==> src/rtl/dmem_write_buffer_if.sv <==
// Cache-side and memory-side signal bundle of the data-memory write buffer.
// The slave modport is the buffer's view; master is the cache/memory side.
interface dmem_write_buffer_if #(
   parameter int ADDR_W = 32,
   parameter int DATA_W = 32
);
   logic [ADDR_W-1:0] c_addr;
   logic [DATA_W-1:0] c_wdata;
   logic              c_read;
   logic              c_write;
   logic [DATA_W-1:0] c_rdata;
   logic              c_ready;
   logic [ADDR_W-1:0] m_addr;
   logic [DATA_W-1:0] m_wdata;
   logic              m_read;
   logic              m_write;
   logic [DATA_W-1:0] m_rdata;
   logic              m_ack;

   modport master (
      output c_addr, c_wdata, c_read, c_write, m_rdata, m_ack,
      input  c_rdata, c_ready, m_addr, m_wdata, m_read, m_write
   );

   modport slave (
      input  c_addr, c_wdata, c_read, c_write, m_rdata, m_ack,
      output c_rdata, c_ready, m_addr, m_wdata, m_read, m_write
   );
endinterface

==> src/rtl/dmem_write_buffer.sv <==
// Write-back buffer between the data cache and data memory: FIFO of dirty
// words with coalescing, read forwarding, and read-miss priority over draining.
module dmem_write_buffer #(
   parameter int DEPTH  = 4,
   parameter int ADDR_W = 32,
   parameter int DATA_W = 32
) (
   input  logic                       clk,
   input  logic                       reset,
   dmem_write_buffer_if.slave         bus,
   output logic                       empty,
   output logic                       full,
   output logic [$clog2(DEPTH+1)-1:0] count
);
   localparam int PTR_W = $clog2(DEPTH);
   localparam int CNT_W = $clog2(DEPTH+1);

   typedef enum logic [1:0] {IDLE, READ, DRAIN} state_t;

   state_t            state, state_nxt;
   logic [DEPTH-1:0]  ent_vld;
   logic [ADDR_W-3:0] ent_addr [DEPTH];
   logic [DATA_W-1:0] ent_data [DEPTH];
   logic [PTR_W-1:0]  rd_ptr, wr_ptr;

   logic [ADDR_W-3:0] key;
   logic [PTR_W-1:0]  scan_idx, fwd_idx, co_idx;
   logic              fwd_hit, co_hit;
   logic              do_write, do_read, coalesce, push, pop;
   logic              start_read, start_drain;
   logic [DATA_W-1:0] head_wdata;

   assign key   = bus.c_addr[ADDR_W-1:2];
   assign empty = (count == '0);
   assign full  = (count == CNT_W'(DEPTH));

   // Scan oldest to newest so the last match found is the newest entry.
   // The head is not a coalesce target while its data sits on m_wdata.
   always_comb begin
      scan_idx = '0;
      fwd_hit  = 1'b0;
      fwd_idx  = '0;
      co_hit   = 1'b0;
      co_idx   = '0;
      for (int k = 0; k < DEPTH; k++) begin
         scan_idx = rd_ptr + PTR_W'(k);
         if (ent_vld[scan_idx] && (ent_addr[scan_idx] == key)) begin
            fwd_hit = 1'b1;
            fwd_idx = scan_idx;
            if (!((state == DRAIN) && (scan_idx == rd_ptr))) begin
               co_hit = 1'b1;
               co_idx = scan_idx;
            end
         end
      end
   end

   assign do_write = bus.c_write && !reset;
   assign do_read  = bus.c_read && !bus.c_write && !reset;
   assign coalesce = do_write && co_hit;
   assign push     = do_write && !co_hit && !full;
   assign pop      = (state == DRAIN) && bus.m_ack;

   assign bus.c_ready = coalesce || push ||
                        (do_read && (fwd_hit || ((state == READ) && bus.m_ack)));
   assign bus.c_rdata = reset   ? '0 :
                        fwd_hit ? ent_data[fwd_idx] : bus.m_rdata;

   // A write coalescing into the head as its drain launches must reach memory.
   assign head_wdata = (coalesce && (co_idx == rd_ptr)) ? bus.c_wdata
                                                        : ent_data[rd_ptr];

   always_comb begin
      state_nxt   = state;
      start_read  = 1'b0;
      start_drain = 1'b0;
      case (state)
         IDLE: begin
            if (do_read && !fwd_hit) begin
               state_nxt  = READ;
               start_read = 1'b1;
            end else if (!empty) begin
               state_nxt   = DRAIN;
               start_drain = 1'b1;
            end
         end
         READ:    if (bus.m_ack) state_nxt = IDLE;
         DRAIN:   if (bus.m_ack) state_nxt = IDLE;
         default: state_nxt = IDLE;
      endcase
   end

   always_ff @(posedge clk or posedge reset) begin
      if (reset) state <= IDLE;
      else       state <= state_nxt;
   end

   // Memory-side request registers
   always_ff @(posedge clk or posedge reset) begin
      if (reset) begin
         bus.m_read  <= 1'b0;
         bus.m_write <= 1'b0;
         bus.m_addr  <= '0;
         bus.m_wdata <= '0;
      end else begin
         if (start_read) begin
            bus.m_addr <= bus.c_addr;
            bus.m_read <= 1'b1;
         end else if (start_drain) begin
            bus.m_addr  <= {ent_addr[rd_ptr], 2'b00};
            bus.m_wdata <= head_wdata;
            bus.m_write <= 1'b1;
         end
         if ((state == READ) && bus.m_ack) bus.m_read <= 1'b0;
         if (pop) bus.m_write <= 1'b0;
      end
   end

   // FIFO control: valid bits, pointers, occupancy
   always_ff @(posedge clk or posedge reset) begin
      if (reset) begin
         ent_vld <= '0;
         rd_ptr  <= '0;
         wr_ptr  <= '0;
         count   <= '0;
      end else begin
         if (push) begin
            ent_vld[wr_ptr] <= 1'b1;
            wr_ptr          <= wr_ptr + PTR_W'(1);
         end
         if (pop) begin
            ent_vld[rd_ptr] <= 1'b0;
            rd_ptr          <= rd_ptr + PTR_W'(1);
         end
         count <= count + CNT_W'(push) - CNT_W'(pop);
      end
   end

   // Entry payload storage
   always_ff @(posedge clk) begin
      if (push) begin
         ent_addr[wr_ptr] <= key;
         ent_data[wr_ptr] <= bus.c_wdata;
      end
      if (coalesce) ent_data[co_idx] <= bus.c_wdata;
   end
endmodule

==> src/flat_wrapper.sv <==
// flat-port wrapper written by rule: the top's interface ports become plain ports
module dmem_write_buffer_flat 
#(
   parameter int DEPTH  = 4,
   parameter int ADDR_W = 32,
   parameter int DATA_W = 32
)
  (clk, reset, empty, full, count, bus_c_addr, bus_c_wdata, bus_c_read, bus_c_write, bus_m_rdata, bus_m_ack, bus_c_rdata, bus_c_ready, bus_m_addr, bus_m_wdata, bus_m_read, bus_m_write);
  dmem_write_buffer_if #(.ADDR_W(ADDR_W), .DATA_W(DATA_W)) bus_i ();
  input  logic clk;
  input  logic reset;
  output logic empty;
  output logic full;
  output logic [$clog2(DEPTH+1)-1:0] count;
  input wire logic [$bits(bus_i.c_addr)-1:0] bus_c_addr;
  input wire logic [$bits(bus_i.c_wdata)-1:0] bus_c_wdata;
  input wire logic [$bits(bus_i.c_read)-1:0] bus_c_read;
  input wire logic [$bits(bus_i.c_write)-1:0] bus_c_write;
  input wire logic [$bits(bus_i.m_rdata)-1:0] bus_m_rdata;
  input wire logic [$bits(bus_i.m_ack)-1:0] bus_m_ack;
  output wire logic [$bits(bus_i.c_rdata)-1:0] bus_c_rdata;
  output wire logic [$bits(bus_i.c_ready)-1:0] bus_c_ready;
  output wire logic [$bits(bus_i.m_addr)-1:0] bus_m_addr;
  output wire logic [$bits(bus_i.m_wdata)-1:0] bus_m_wdata;
  output wire logic [$bits(bus_i.m_read)-1:0] bus_m_read;
  output wire logic [$bits(bus_i.m_write)-1:0] bus_m_write;
  assign bus_i.c_addr = bus_c_addr;
  assign bus_i.c_wdata = bus_c_wdata;
  assign bus_i.c_read = bus_c_read;
  assign bus_i.c_write = bus_c_write;
  assign bus_i.m_rdata = bus_m_rdata;
  assign bus_i.m_ack = bus_m_ack;
  assign bus_c_rdata = bus_i.c_rdata;
  assign bus_c_ready = bus_i.c_ready;
  assign bus_m_addr = bus_i.m_addr;
  assign bus_m_wdata = bus_i.m_wdata;
  assign bus_m_read = bus_i.m_read;
  assign bus_m_write = bus_i.m_write;
  dmem_write_buffer #(.DEPTH(DEPTH), .ADDR_W(ADDR_W), .DATA_W(DATA_W)) u_core (.clk(clk), .reset(reset), .bus(bus_i), .empty(empty), .full(full), .count(count));
endmodule
==> config.mk <==
export PLATFORM = sky130hd
export DESIGN_NAME = dmem_write_buffer_flat
export DESIGN_NICKNAME = d
export VERILOG_FILES = /design/src/rtl/dmem_write_buffer_if.sv /design/src/rtl/dmem_write_buffer.sv /design/src/flat_wrapper.sv
export SDC_FILE = /design/constraint.sdc
export NUM_CORES = 1
export LEC_CHECK = 0
export CAP_MARGIN = 20
export CORE_MARGIN = 5
export CORE_UTILIZATION = 55
export CTS_BUF_LIST = sky130_fd_sc_hd__clkbuf_4 sky130_fd_sc_hd__clkbuf_8 sky130_fd_sc_hd__clkbuf_16
export CTS_CLUSTER_SIZE = 30
export DETAILED_ROUTE_END_ITERATION = 7
export GPL_TIMING_DRIVEN = 0
export PLACE_DENSITY_LB_ADDON = 0.3
export SETUP_SLACK_MARGIN = 0.4
export SYNTH_ARGS = -nofsm -noshare
export SYNTH_HDL_FRONTEND = slang
export SYNTH_SLANG_ARGS = --single-unit
export TNS_END_PERCENT = 50
==> constraint.sdc <==
create_clock -name clk -period 10.6 [get_ports clk]
set_input_delay 1.59 -clock clk [delete_from_list [all_inputs] [get_ports clk]]
set_output_delay 1.59 -clock clk [all_outputs]
set_load 0.02 [all_outputs]
==> impl_metrics.ini <==
[status]
outcome = finished, final reports clean

[die]
core_sq_um = 36600
dieArea_sq_um = 41000
die_w_um = 202
placementRows = 70
num_io_pins = 205
start_util = 0.556
fp.dieH_um = 202

[synthesis]
synth-seq-cells = 360
ys.flop_type = edfxtp_1
synth_compound_area_frac = 0.0681
synth_xor_area_frac = 0.0442
yosysUniqueCellTypes = 79
yosysSeqAreaShare = 0.511
synthesis.area_sq_um = 20400
synth.mux.area_fraction = 0.262
synthAdderAreaFrac = 0.00897
yosys.area_share.simple = 0.0675
synth.net_count = 1536
syn_area_per_cell_sq_um = 14.3
syn_inst = 1421
synth-edff-count = 280
synth_top_family_by_area = multiplexers
synth-async-reset-ratio = 0.222
yosysWarningCount = 0

[pwr]
p_int_mw = 4.30
p_sw_mw = 2.97
peakVddDrop_uv = 175
power_leakage_nw = 8.55
clkPwrFrac = 0.195
p_sw_frac = 0.408
seqPwrFrac = 0.279
power.density_nw_per_um2 = 294
combinationalPowerShare = 0.527
power_mw = 7.27

[global_route]
overflow = 0
grt_util_all_layers = 0.336
grt_max_degree = 47
grt_pass1_wl_mm = 102
antenna_found_initial = 3
grt_pass1_vias = 15200

[worst_setup_path]
worst-path-buf-inv = 12
arrival_ns = 8.48
crit_required_ns = 9.01
worst_path_most_repeated_cell = buf_2
path_cells = buf_6 -> buf_6 -> buf_6 -> inv_2 -> buf_2 -> buf_2 -> buf_1 -> ha_1 -> buf_2 -> buf_2 -> buf_1 -> mux4_2 -> xnor2_1 -> nand2_1 -> or4b_1 -> nor4_1 -> a311oi_1 -> a21oi_1 -> clkbuf_1 -> a22o_1 -> clkdlybuf4s50_1
max_stage_delay_ns = 0.68
path_max_fanout = 11
worst-setup-path-type = reg -> out
cp-start-kind = flip-flop
critPathCaptureType = output port
slowest_stage = buf_1
crit_family = buffers and inverters

[final_layout]
fin_area_sq_um = 24700
num-nets-final = 1795
final_layout_size_suffix_gt1_frac = 0.209
layout-area-overhead-vs-synth_pct = 21.5

[timing]
period_needed_ns = 10.07
relSlewSlack = 0.337
hold_viol = 0
worst_pin_slew_ns = 0.995
timing.fmax_mhz = 99.3
fin_skew_ns = 0.0255
rsz0062_at_grt = no
drv_slew = 0
setup_viol = 0
post-route-period-util = 0.950

[hold_path]
hold_class = reg -> reg

[clock_network]
clockRootBuffer = clkbuf_16
clock_sinks = 360
clkLatencyLatePin_ns = 0.58
cts.path.max_buffers = 3
numCtsBuffers = 39
cts_tree = yes
post_cts.repair.setup_buffers = 0
clk_pin_slew_ns = 0.07
htreeDepth = 2

[place]
dp_hpwl_mm = 50.8
io_buffers = 204
placed_area_sq_um = 23400
gp_congestion = 1.03

[drt]
wire_per_inst_um = 31.9
vias_per_cell = 6.72
drc = 0
detail-route-antenna-nets = 0
wirelength_mm = 69.5
drtIter0Drc = 1580
dr.pass1.iters = 5
vias = 14600

[run]
cap_violations = 0
==> metal layers <==
layer	up-vias	part of all wire	track usage	wire [um]
met5	-	0.00039	0	27
met4	4	0.059	0.171	4080
met3	207	0.080	0.0672	5560
met2	846	0.49	0.556	33700
met1	7441	0.38	0.425	26100
li1	6144	-	-	-
==> worst register-to-register path: stages (launching register included) <==
cell,delay [ns]
dfrtp_1,0.41
buf_6,0.15
buf_6,0.17
buf_6,0.21
inv_2,0.20
buf_2,0.32
buf_2,0.36
buf_1,0.59
ha_1,0.24
buf_2,0.25
buf_2,0.41
buf_2,0.51
mux2i_1,0.47
nor2_1,0.10
o21ai_0,0.42
nand4b_1,0.26
nor4_2,0.39
nor3b_4,0.43
nor2_1,0.13
o21a_1,0.17
or3b_1,0.36
clkbuf_1,0.28
o31ai_4,0.83
buf_16,0.24
buf_16,0.16
==> power by group through the flow <==
| stage | combinational [mW] | clock (mW) | sequential [mW] |
|---|---|---|---|
| floorplan | 2.30 | 0 | 2.08 |
| global placement | 3.67 | 0 | 2.05 |
| detailed placement | 3.75 | 0 | 2.05 |
| CTS | 3.78 | 1.43 | 2.02 |
| global route | 3.97 | 1.49 | 2.06 |
| finish | 3.83 | 1.42 | 2.03 |
==> through the flow <==
| step | utilization | TNS (ns) | setup slack, ns | hold WS, ns | instances |
|---|---|---|---|---|---|
| 6_report | 0.676 | 0 | 0.527 | 0.471 | 2179 |
| 2_1_floorplan | - | 0 | 3.31 | 0.477 | 1421 |
| 5_1_grt | 0.675 | 0 | 0.449 | 0.499 | 2178 |
| 3_5_place_dp | 0.639 | 0 | 1.21 | 0.462 | 2107 |
| 4_1_cts | 0.675 | 0 | 0.606 | 0.477 | 2178 |
| 3_3_place_gp | 0.628 | -122.48 | -1.08 | 0.459 | 2093 |
==> cell type report <==
type                    count  area [sq um]
plain buffers             113           668
diodes                      1          2.50
repair buffers            218          2380
well taps                 468           586
fillers                  2584         11900
multi-input cells         922          9250
inverters                  26           100
flip-flops and latches    360         10400
clock inverters            17           219
clock buffers              54          1120
==> placed cells by master, fill, tap and decap left out, drive strengths merged, types with 6 or more instances in the layout <==
master / count
o21ai: 21
a211oi: 8
o22ai: 11
nand4b: 7
clkbuf: 112
mux2: 77
mux4: 120
o211ai: 8
and2: 6
nand4: 27
nand3: 18
mux2i: 177
ha: 13
a22oi: 24
nor4: 12
clkdlybuf4s50: 204
a2bb2oi: 6
nand2: 100
a221o: 11
nor2: 22
edfxtp: 280
buf: 69
nor3: 6
xnor2: 96
clkinv: 10
a22o: 34
nand2b: 15
a21oi: 15
inv: 27
dfrtp: 80
and3: 18
==> cells in the mapped netlist, types with 7 or more instances <==
cell type  instances  area (sq um)
xnor2_1           94           823
mux2_2            72           811
a221o_1           11           110
and3_1            17           106
mux4_2           120          2700
nor4_1            10          62.6
a22oi_1           24           180
nand2b_1          15          93.8
edfxtp_1         280          8410
nand4_1           26           163
o21ai_0           18          90.1
mux2i_1          177          1770
ha_1              13           163
nand2_1          100           375
o211ai_1           7          52.6
o22ai_1           11          68.8
a211oi_1           8          60.1
nor2_1            22          82.6
buf_2             25           125
dfrtp_1           80          2000
buf_6             14           158
a21oi_1           15          75.1
clkbuf_1          56           210
nand4b_1           7          61.3
nand3_1           18          90.1
inv_1             24          90.1
a22o_1            34           298
==> final timing paths <==
path | start | endpoint | slack (ns) | depth (start not counted)
max reg2reg | u_core.rd_ptr[0] | u_core.ent_data[1][6] | 2.24 | 24
max | u_core.rd_ptr[0] | bus_c_rdata[23] | 0.53 | 21
min | u_core.bus.m_addr[18] | u_core.bus.m_addr[18] | 0.47 | 2
min in group asynchronous | reset | u_core.bus.m_addr[30] | 1.66 | 2
min reg2reg | u_core.bus.m_addr[18] | u_core.bus.m_addr[18] | 0.47 | 2
max in group asynchronous | reset | u_core.bus.m_addr[26] | 8.25 | 3
==> kinds of logic (layout without fill, tap and decap cells) <==
logic type,Yosys count,in the layout
compound gates,177,177
other cells,0,1
simple gates,256,256
flops,360,360
fa+ha+maj,14,14
buf+inv,139,428
xor+xnor,101,101
mux,374,374
==> timing repair <==
item	CTS	global route
hold buffers	0	0
setup endpoints to repair	0	10
resized for setup	0	3
Note: power is estimated with default switching activity, not from simulation.
